## config.mk

```make
export PLATFORM = sky130hd
export DESIGN_NAME = axi_lite_cmd_master
export DESIGN_NICKNAME = d
export VERILOG_FILES = /design/src/rtl/axi_lite_cmd_master.sv
export SDC_FILE = /design/constraint.sdc
export NUM_CORES = 1
export LEC_CHECK = 0
export ABC_AREA = 1
export BUFFER_PORTS_ARGS = -buffer_cell sky130_fd_sc_hd__buf_4
export CAP_MARGIN = 20
export CORE_ASPECT_RATIO = 0.7
export CORE_MARGIN = 10
export CORE_UTILIZATION = 25
export CTS_BUF_LIST = sky130_fd_sc_hd__clkbuf_4
export CTS_CLUSTER_SIZE = 28
export DETAILED_ROUTE_END_ITERATION = 8
export GPL_TIMING_DRIVEN = 0
export PLACE_DENSITY = 0.57
export SYNTH_ARGS = -nofsm -noshare
export SYNTH_HDL_FRONTEND = slang
export SYNTH_SLANG_ARGS = --single-unit
```

## constraint.sdc

```tcl
create_clock -name m00_axi_aclk -period 1.4 [get_ports m00_axi_aclk]
set_clock_uncertainty 0.2 [all_clocks]
set_input_delay 0.28 -clock m00_axi_aclk [delete_from_list [all_inputs] [get_ports m00_axi_aclk]]
set_output_delay 0.28 -clock m00_axi_aclk [all_outputs]
set_load 0.1 [all_outputs]
```

## src/rtl/axi_lite_cmd_master.sv

```systemverilog
// AXI4-Lite initiator, one transaction in flight: PL command in, AXI-Lite read/write out, response record back.
// Latency: 3 cycles command-to-response minimum; cmd_ready only in IDLE; every valid holds until its handshake.
module axi_lite_cmd_master #(
   parameter int ADDR_WIDTH = 32,
   parameter int CNT_WIDTH  = 16
) (
   input  logic                  m00_axi_aclk,
   input  logic                  m00_axi_areset,
   input  logic                  cmd_valid,
   output logic                  cmd_ready,
   input  logic                  cmd_write,
   input  logic [ADDR_WIDTH-1:0] cmd_addr,
   input  logic [31:0]           cmd_wdata,
   input  logic [3:0]            cmd_wstrb,
   output logic                  rsp_valid,
   input  logic                  rsp_ready,
   output logic                  rsp_write,
   output logic [31:0]           rsp_rdata,
   output logic [1:0]            rsp_resp,
   output logic                  err_sticky,
   input  logic                  err_clear,
   output logic [CNT_WIDTH-1:0]  txn_count,
   output logic [ADDR_WIDTH-1:0] m00_axi_awaddr,
   output logic [2:0]            m00_axi_awprot,
   output logic                  m00_axi_awvalid,
   input  logic                  m00_axi_awready,
   output logic [31:0]           m00_axi_wdata,
   output logic [3:0]            m00_axi_wstrb,
   output logic                  m00_axi_wvalid,
   input  logic                  m00_axi_wready,
   input  logic [1:0]            m00_axi_bresp,
   input  logic                  m00_axi_bvalid,
   output logic                  m00_axi_bready,
   output logic [ADDR_WIDTH-1:0] m00_axi_araddr,
   output logic [2:0]            m00_axi_arprot,
   output logic                  m00_axi_arvalid,
   input  logic                  m00_axi_arready,
   input  logic [31:0]           m00_axi_rdata,
   input  logic [1:0]            m00_axi_rresp,
   input  logic                  m00_axi_rvalid,
   output logic                  m00_axi_rready
);

   typedef enum logic [2:0] {IDLE, WR_REQ, WR_RESP, RD_REQ, RD_DATA, RESP} state_t;

   typedef struct packed {
      logic                  write;
      logic [ADDR_WIDTH-1:0] addr;
      logic [31:0]           wdata;
      logic [3:0]            wstrb;
   } cmd_t;

   state_t     state;
   cmd_t       cmd;
   logic       aw_done;
   logic       w_done;
   logic       aw_fire;
   logic       w_fire;
   logic       cap_fire;
   logic [1:0] cap_resp;

   assign aw_fire  = m00_axi_awvalid && m00_axi_awready;
   assign w_fire   = m00_axi_wvalid && m00_axi_wready;
   assign cap_fire = (m00_axi_bready && m00_axi_bvalid) || (m00_axi_rready && m00_axi_rvalid);
   assign cap_resp = m00_axi_bready ? m00_axi_bresp : m00_axi_rresp;

   // Address/data come straight from the command latch, which only changes in IDLE.
   assign m00_axi_awaddr = cmd.addr;
   assign m00_axi_araddr = cmd.addr;
   assign m00_axi_wdata  = cmd.wdata;
   assign m00_axi_wstrb  = cmd.wstrb;
   assign m00_axi_awprot = 3'b000;
   assign m00_axi_arprot = 3'b000;

   always_ff @(posedge m00_axi_aclk) begin
      if (m00_axi_areset) begin
         state           <= IDLE;
         cmd             <= '0;
         aw_done         <= 1'b0;
         w_done          <= 1'b0;
         cmd_ready       <= 1'b0;
         m00_axi_awvalid <= 1'b0;
         m00_axi_wvalid  <= 1'b0;
         m00_axi_bready  <= 1'b0;
         m00_axi_arvalid <= 1'b0;
         m00_axi_rready  <= 1'b0;
         rsp_valid       <= 1'b0;
         rsp_write       <= 1'b0;
         rsp_rdata       <= '0;
         rsp_resp        <= 2'b00;
         txn_count       <= '0;
      end else begin
         case (state)
            IDLE: begin
               cmd_ready <= 1'b1;
               if (cmd_ready && cmd_valid) begin
                  cmd_ready <= 1'b0;
                  cmd.write <= cmd_write;
                  cmd.addr  <= {cmd_addr[ADDR_WIDTH-1:2], 2'b00};
                  cmd.wdata <= cmd_wdata;
                  cmd.wstrb <= cmd_wstrb;
                  aw_done   <= 1'b0;
                  w_done    <= 1'b0;
                  if (cmd_write) begin
                     state           <= WR_REQ;
                     m00_axi_awvalid <= 1'b1;
                     m00_axi_wvalid  <= 1'b1;
                  end else begin
                     state           <= RD_REQ;
                     m00_axi_arvalid <= 1'b1;
                  end
               end
            end
            WR_REQ: begin
               if (aw_fire) begin
                  m00_axi_awvalid <= 1'b0;
                  aw_done         <= 1'b1;
               end
               if (w_fire) begin
                  m00_axi_wvalid <= 1'b0;
                  w_done         <= 1'b1;
               end
               // The two channels complete independently, possibly on the same edge.
               if ((aw_done || aw_fire) && (w_done || w_fire)) begin
                  state          <= WR_RESP;
                  m00_axi_bready <= 1'b1;
               end
            end
            WR_RESP: begin
               if (m00_axi_bvalid) begin
                  m00_axi_bready <= 1'b0;
                  rsp_valid      <= 1'b1;
                  rsp_write      <= cmd.write;
                  rsp_rdata      <= '0;
                  rsp_resp       <= m00_axi_bresp;
                  state          <= RESP;
               end
            end
            RD_REQ: begin
               if (m00_axi_arready) begin
                  m00_axi_arvalid <= 1'b0;
                  m00_axi_rready  <= 1'b1;
                  state           <= RD_DATA;
               end
            end
            RD_DATA: begin
               if (m00_axi_rvalid) begin
                  m00_axi_rready <= 1'b0;
                  rsp_valid      <= 1'b1;
                  rsp_write      <= cmd.write;
                  rsp_rdata      <= m00_axi_rdata;
                  rsp_resp       <= m00_axi_rresp;
                  state          <= RESP;
               end
            end
            RESP: begin
               if (rsp_ready) begin
                  rsp_valid <= 1'b0;
                  cmd_ready <= 1'b1;
                  txn_count <= txn_count + CNT_WIDTH'(1);
                  state     <= IDLE;
               end
            end
            default: state <= IDLE;
         endcase
      end
   end

   // A fresh error outranks a simultaneous clear so no error is ever lost.
   always_ff @(posedge m00_axi_aclk) begin
      if (m00_axi_areset)
         err_sticky <= 1'b0;
      else if (cap_fire && cap_resp != 2'b00)
         err_sticky <= 1'b1;
      else if (err_clear)
         err_sticky <= 1'b0;
   end

endmodule

```

Word level (Yosys, flattened, before mapping)
Index checks and enable logic that the tools add are counted.
{"block": "op_classes", "reduce_logical": 33, "n_mux": 48, "eq_ne": 15, "addsub": 1}
{"operator": "$mux W32", "count": 2}
{"operator": "$pmux W32 S2", "count": 1}
{"operator": "$mux W1", "count": 23}
{"operator": "$ne A2 B2 Y1 const B", "count": 10}
{"operator": "$mux W3", "count": 6}
{"operator": "$pmux W1 S2", "count": 9}
{"operator": "$pmux W3 S6", "count": 1}
{"operator": "$add A16 B1 Y16 const B", "count": 1}
{"operator": "$reduce_and A4 Y1", "count": 4}
{"operator": "$reduce_bool A2 Y1", "count": 8}
{"operator": "$reduce_and A3 Y1", "count": 5}
{"operator": "$mux W2", "count": 4}
{"operator": "$logic_and A1 B1 Y1", "count": 7}
{"operator": "$eq A3 B2 Y1 const B", "count": 2}
{"operator": "$eq A3 B3 Y1 const B", "count": 2}
{"operator": "$reduce_and A2 Y1", "count": 3}
{"operator": "$reduce_and A6 Y1", "count": 1}
{"operator": "$pmux W2 S2", "count": 1}
{"operator": "$eq A3 B1 Y1 const B", "count": 1}
{"operator": "$logic_not A3 Y1", "count": 1}
{"operator": "$logic_or A1 B1 Y1", "count": 3}
{"operator": "$pmux W1 S3", "count": 1}
{"operator": "$reduce_bool A3 Y1", "count": 1}
{"block": "totals", "elab_cells": 116, "inputBits": 115, "reg_bits": 131, "output_inout_bits": 165}

Logic depth before layout (Yosys ltp)
Gate-level depths: netlist of the first run.
{"block": "logic_depth", "depth_word": 5, "depth_mapped": 9}

Least setup slack after synthesis of the first run
OpenSTA, ideal clock, no wires.
{"block": "synth_timing", "path_kind": "flip-flop to flip-flop", "startpoint": "reg txn_count[1]", "endpoint": "reg txn_count[12]", "setup_ns": 0.119, "slack_ns": -0.892, "synth_period_minus_slack_ns": 2.292, "path_stages_with_launch": 9, "t_arrival_ns": 1.973, "n_path_buf": 0, "path_cell_list": "dfxtp_1 ha_1 nand3_1 nor2_1 nand2_1 inv_1 nand3_1 nand2_1 nor2_1"}
{"block": "synth_between", "elab_chain_cells": 1}
{"element": "from (decl)", "line": "22", "text": "output logic [CNT_WIDTH-1:0] txn_count,"}
{"element": "from (signal assigned)", "line": "160", "text": "txn_count <= txn_count + CNT_WIDTH'(1);"}
{"element": "$add A16 B1 Y16", "line": "160"}
Every way passes these cells.
A chain may end at the register's enable or synchronous reset.

Final worst setup path of the first run
{"block": "layout_timing", "startpoint": "reg state[2]", "endpoint": "reg rsp_rdata[8]"}
{"block": "layout_between", "elab_chain_cells": 3, "elab_cells_between_ends": 7}
{"element": "from (decl)", "line": "53", "text": "state_t state;"}
{"element": "from (signal assigned)", "line": "77", "text": "state <= IDLE;"}
{"element": "from (signal assigned)", "line": "105", "text": "state <= WR_REQ;"}
{"element": "from (signal assigned)", "line": "109", "text": "state <= RD_REQ;"}
{"element": "$eq A3 B3 Y1 / $eq A3 B2 Y1 (equally long branches)", "line": "93", "text": "case (state)"}
{"element": "$ne A2 B2 Y1 (no line) / $reduce_bool A2 Y1 (equally long branches)"}
{"element": "$reduce_and A3 Y1 (no line)"}
{"element": "to (signal assigned)", "line": "151", "text": "rsp_rdata <= m00_axi_rdata;"}
{"element": "to (decl)", "line": "18", "text": "output logic [31:0] rsp_rdata,"}
Parallel ways exist; a longest one is shown, timed or not.

==> results of run 1 <==
-- path summary, 6_finish.rpt --
| check | start | to | slack [ns] |
|---|---|---|---|
| setup reg to reg | state[2] | rsp_rdata[8] | -0.36 |
| setup / recovery | state[2] | rsp_rdata[8] | -0.36 |
| hold / removal | cmd_valid | state[2] | 0.09 |
| hold reg to reg | rsp_write | rsp_write | 0.28 |
-- cell usage in the layout, fill, tap and decap left out, drive strengths merged, types with 2 or more instances in the layout --
master         n
inv           69
nand2         93
xnor2          2
a21oi         55
clkbuf        32
nor2         169
dfxtp        131
nand4          4
o21ai         78
nor3b         34
diode          2
nand3         21
dlygate4sd3  110
conb          10
nor3           6
clkinv         5
clkinvlp       5
buf          483
-- where the power goes --
| part | internal, mW | leakage, nW | switching, mW |
|---|---|---|---|
| clock | 0.891 | 0.136 | 1.63 |
| sequential | 4.88 | 1.14 | 1.02 |
| combinational | 8.62 | 5.09 | 12.3 |
| total | 14.4 | 6.37 | 14.9 |
-- cell type report --
class	instances	area, um2
fillers	1896	9920
repair buffers	480	6180
multi-input cells	480	3370
flip-flops and latches	131	2900
plain buffers	128	1380
well taps	325	407
inverters	65	263
clock inverters	15	129
clock buffers	17	128
diodes	2	5.00
-- metal layers --
| metal | up-vias | global-route usage [%] |
|---|---|---|
| met5 | - | 0 |
| met4 | 0 | 7.14 |
| met3 | 53 | 4.81 |
| met2 | 176 | 31.2 |
| met1 | 3493 | 19.5 |
| li1 | 3464 | - |
-- worst register-to-register path: cells and delay by family (launching register included) --
kind          cells  cell delay, ns
buf+inv           3            0.43
flops             1            0.39
simple gates      5            0.62
-- synth_stat cells (all sizes together) --
| cell type | number |
|---|---|
| a21oi | 55 |
| and3 | 1 |
| buf | 130 |
| clkbuf | 16 |
| clkinv | 1 |
| conb | 1 |
| dfxtp | 131 |
| ha | 1 |
| inv | 64 |
| nand2 | 93 |
| nand3 | 20 |
| nand3b | 1 |
| nand4 | 4 |
| nor2 | 169 |
| nor3 | 6 |
| nor3b | 34 |
| o21ai | 78 |
| o21bai | 1 |
| o22ai | 1 |
| o311ai | 1 |
| or2 | 1 |
| xnor2 | 2 |
| xor2 | 1 |
-- sequential cells by signal, summed over array words and instances (netlist names) --
signal	cells
m00_axi_wdata	32
rsp_rdata	32
m00_axi_araddr	30
txn_count	16
m00_axi_wstrb	4
state	3
rsp_resp	2
aw_done	1
cmd	1
cmd_ready	1
err_sticky	1
m00_axi_arvalid	1
m00_axi_awvalid	1
m00_axi_bready	1
m00_axi_rready	1
m00_axi_wvalid	1
rsp_valid	1
rsp_write	1
w_done	1
-- kinds of logic (layout without fill, tap and decap cells) --
family                   Yosys count  after routing
XOR/XNOR                           3              3
buffers and inverters            211            705
adder cells (fa/ha/maj)            1              1
AO/OA/AOI/OAI                    136            136
other                              1             12
flip-flops                       131            131
AND/OR/NAND/NOR                  329            330
-- per-stage QoR --
stage / power, mW / instance area, um2 / utilization, % / TNS [ns]
3_5_place_dp: 20.0 / 9070 / 36.8 / -47.87
3_3_place_gp: 19.9 / 9070 / 36.8 / -47.74
2_1_floorplan: 17.1 / 6670 / - / -9.46
6_report: 29.3 / 14800 / 59.8 / -70.44
4_1_cts: 28.8 / 14400 / 58.1 / -79.90
5_1_grt: 30.4 / 14800 / 59.8 / -91.34
-- what timing repair did --
| item | in CTS | in global routing |
|---|---|---|
| cloned | 15 | 0 |
| hold buffers | 110 | 0 |
| resized for setup | 848 | 106 |
| buffers inserted | 59 | 36 |
| pin swaps | 84 | 62 |
| endpoints found under the setup margin | 284 | 285 |
| endpoints found under the hold margin | 114 | 0 |
==> flow_summary.toml, run 1 <==
[synth]
synth_fa_ha_area_share_pct = 0.200
synthTopCellsByArea = "dfxtp_1 (42%), buf_4 (13%), nor2_1 (9.8%)"
synthSimpleGateAreaFrac_pct = 26.2
synth_seq_cells = 131
synth_compound_area_share_pct = 11.0
synth_area_leader_cell = "dfxtp_1"
syn_avg_cell_area_um2 = 7.72
syn_inst = 812
synth_seq_area_share_pct = 41.8
syn_area_mm2 = 0.00627
synth_cell_type_count = 37
synth_top_family_by_area = "simple AND/OR/NAND/NOR gates"
synth-xor-area-share_pct = 0.419
synth_top_area_share_pct = 41.8
yosys_warnings = 0
synthMuxAreaShare_pct = 0

[detailed_routing]
via_per_inst = 4.37
route.met3.wl_mm = 1.30
drt_wl_total_mm = 29.5
drtIter0Drc = 268
wl_met2_mm = 15.6
drt-pass1-iter-count = 4
wl_met1_mm = 11.6
ant_nets = 0
drc = 0
dr.max_layer_used = "met4"
wl_per_cell_um = 17.9
num_vias = 7186

[power_and_ir_drop]
p_leak_nw = 6.37
p_per_area_mw_per_mm2 = 1980
ir_worst_vdd_mv = 1.29

[grt]
grt_pass1_wl_mm = 44.5
track_usage_pct = 17.6
grt_pass1_vias = 7713
grt_max_degree = 17
antenna_found_initial = 2
grt_overflow = 0

[timing]
hold_viol = 0
hold_slack_ns = 0.0905
relSlewSlack_pct = 42.0
rsz0062_at_grt = "yes"
slew_viol_final = 0
setup_viol = 282
fin_ws_ns = -0.364
finalCritPeriodShare_pct = 126
tightest_slew_ns = 0.870
period_needed_ns = 1.76
fmax_mhz = 567

[layout]
area_delta_synth_final_pct = 136
layout-drive-gt1-share_pct = 65.9
finalNonFillerCells = 1643
finalNetCount = 1419

[setup_path]
crit_type = "reg -> reg"
critPathTopFamily = "simple AND/OR/NAND/NOR gates"
reg2reg_depth = 8
crit_slowest_cell = "dfxtp_4"
cp_data_arrival_time_ns = 1.99
path_buf_inv = 3
worstPathRequired_ns = 1.63
cp-start-kind = "flip-flop"
cp.depth = 8
critPathCaptureType = "flip-flop"
max_stage_delay_ns = 0.39
path_max_fanout = 5
crit_chain = "nor2_4, buf_4, nand3_4, nand3_4, buf_12, buf_12, nand2_1, nor3b_2"

[cts]
ctsLongestPathBuffers = 2
clk_latency_ns = 0.58
cts_sinks = 131
cts_tree = "done"
cts_root_buffer = "clkbuf_4"
clkTransAtPathRegs_ns = 0.12
numCtsBuffers = 17
htree_levels = 4

[floorplan]
ios = 280
start_util_pct = 25.4
coreArea_mm2 = 0.0247
rows = 48
dieArea_mm2 = 0.0319
die_y_um = 152
fp.dieW_um = 209

[placed_design]
post-place-cells = 1412
routabilityCongestion = 0.779
pre_cts_slack_ns = -0.498
port_buffers = 266
dpl.hpwl_mm = 17.3

[worst_hold_path]
holdPathStages = 7
hp-class = "in -> reg"

[outcome]
violations = "negative setup slack"
outcome = "finished, violations left"

[flow_run]
timing.max_cap.violations = 0
(Power assumes the default switching activity.)
==> run 2, diff against run 1 <==
ABC_AREA = default   (was 1)
==> flow_summary.toml, run 2 <==
[grt]
grt_pass1_wl_mm = 40.8
grt_max_degree = 17
antenna_found_initial = 0
grt_overflow = 0
track_usage_pct = 17.2
grt_pass1_vias = 6941

[detailed_routing]
drtIter0Drc = 209
wl_per_cell_um = 18.8
drt-pass1-iter-count = 4
via_per_inst = 4.36
drt_wl_total_mm = 28.8
ant_nets = 0
drc = 0
num_vias = 6699

[synth]
yosys_warnings = 0
synthTopCellsByArea = "dfxtp_1 (44%), buf_4 (14%), nand2_1 (9.2%)"
syn_avg_cell_area_um2 = 8.32
synth_fa_ha_area_share_pct = 0.210
synth_common_cells = "nand2_1 (147), dfxtp_1 (131), buf_4 (110)"
synth_top_area_share_pct = 43.9
synth_edf_count = 0
async_flop_share_pct = 0
yosys_most_used_dff = "dfxtp_1"
synth_seq_cells = 131
synth_top_family_by_area = "simple AND/OR/NAND/NOR gates"
synth_cell_type_count = 44
synth_area_leader_cell = "dfxtp_1"
synth_compound_area_share_pct = 10.4
synth_most_common_cell = "nand2_1"
syn_area_mm2 = 0.00597
synth-xor-area-share_pct = 1.17
synthSimpleGateAreaFrac_pct = 21.2
synth_seq_area_share_pct = 43.9
synthMuxAreaShare_pct = 5.87
syn_inst = 717

[cts]
cts_root_buffer = "clkbuf_4"
ctsLongestPathBuffers = 2
clkTransAtPathRegs_ns = 0.13
cts_sinks = 131
numCtsBuffers = 17
hold_buffers = 112
clk_latency_ns = 0.55
cts_tree = "done"
htree_levels = 4

[setup_path]
reg2reg_depth = 7
crit_type = "reg -> reg"
cp-start-kind = "flip-flop"
critPathCaptureType = "flip-flop"
worstPathRequired_ns = 1.63
cp_data_arrival_time_ns = 2.03
path_max_fanout = 10

[timing]
period_needed_ns = 1.80
setup_viol = 284
tightest_slew_ns = 0.854
finalCritPeriodShare_pct = 129
relSlewSlack_pct = 43.1
hold_viol = 1
hold_slack_ns = -0.110
slew_viol_final = 0
fmax_mhz = 555
fin_ws_ns = -0.403
rsz0062_at_grt = "yes"

[layout]
antennaDiodeCount = 0
area_delta_synth_final_pct = 146
layout-drive-gt1-share_pct = 68.6
mostFrequentLayoutCell = "buf_4"
stdcell_area_mm2 = 0.0147
layout_common_cells = "buf_4 (180), buf_12 (169), dlygate4sd3_1 (112), buf_6 (106), dfxtp_2 (79)"
finalNetCount = 1322

[floorplan]
fp.dieW_um = 205
start_util_pct = 25.3
rows = 47
ios = 280
die_y_um = 149
dieArea_mm2 = 0.0306
coreArea_mm2 = 0.0236

[placed_design]
pre_cts_slack_ns = -0.840
dpl.hpwl_mm = 16.8
placed_cell_area_mm2 = 0.00877
routabilityCongestion = 0.781
port_buffers = 266

[worst_hold_path]
hp-class = "in -> reg"
holdPathStages = 4

[power_and_ir_drop]
p_per_area_mw_per_mm2 = 1300
ir_worst_vdd_mv = 0.932
p_leak_nw = 6.13

[outcome]
violations = "negative hold slack, negative setup slack"
outcome = "finished, violations left"

[flow_run]
timing.max_cap.violations = 0
-- run 2: cell types whose count changed after synthesis, moves of 6 or more --
cell,delta
mux2i_1,+35
nor3b_2,-30
and2_1,+32
nor2_1,-114
o21ai_0,-66
nand3_1,-13
a21oi_1,+30
nand2_1,+57
nand4_1,+6
clkbuf_1,+9
inv_1,-59
-- run 2: final cells by class --
type                       count  area (um2)
clock inverter                14         163
buffer                       132        1440
sequential                   131        2910
timing repair buffer         478        6170
clock buffer                  17         128
multi-input combinational    442        3440
inverter                       4        15.0
tap                          318         398
fill                        1744        8930
-- run 2: worst max-delay path, stage by stage (launching register included) --
cell and delay, ns:
dfxtp_4 0.43, buf_6 0.13, nand3b_1 0.11, a21oi_2 0.16, buf_6 0.21, buf_12 0.17, mux2i_1 0.19, nor2_1 0.07
-- run 2: final timing paths --
path / from / to / slack [ns]
max: state[1] / rsp_rdata[12] / -0.40
min: rsp_ready / state[2] / -0.11
max reg2reg: state[1] / rsp_rdata[12] / -0.40
min reg2reg: m00_axi_wdata[21] / m00_axi_wdata[21] / 0.27
-- run 2: cells by family after synthesis --
kind of cell	after synthesis
AND/OR/NAND/NOR	276
buffers and inverters	153
flip-flops	131
AO/OA/AOI/OAI	112
multiplexers	35
XOR/XNOR	8
adder cells (fa/ha/maj)	1
other	1
-- run 2: timing repair --
| action | 4_1_cts | 5_1_grt |
|---|---|---|
| cloned | 6 | 6 |
| resized for setup | 712 | 273 |
| hold endpoints to repair | 110 | 1 |
| pin swaps | 52 | 137 |
| endpoints found under the setup margin | 281 | 286 |
| setup buffers | 59 | 32 |
-- run 2: metal layers --
metal	vias to the layer above	wire length [um]	share of wire, %	GRT usage [%]
li1	3242	-	-	-
met5	-	0	0	0
met2	195	14700	51	29.9
met1	3228	11800	41	20.1
met3	34	1800	6.3	5.45
met4	0	512	1.8	4.32
-- run 2: power breakdown --
group	internal, mW	switching [mW]	total (mW)	leakage [nW]
clock network	1.22	1.56	2.78	0.155
logic	5.11	6.50	11.6	4.84
registers	4.18	0.466	4.65	1.14
total	10.5	8.52	19.0	6.13
-- run 2: per-stage QoR --
step                hold slack [ns]  total power [mW]  instances  setup TNS [ns]  util (%)
floorplan                     0.216              10.3        726          -15.85         -
detailed placement            0.247              11.8       1310          -76.83      37.2
finish                       -0.110              19.0       1536          -74.04      62.1
global route                 -0.155              19.8       1536          -99.12      62.1
global placement              0.243              11.8       1310          -73.19      37.2
CTS                          -0.201              17.8       1514          -86.91      57.1
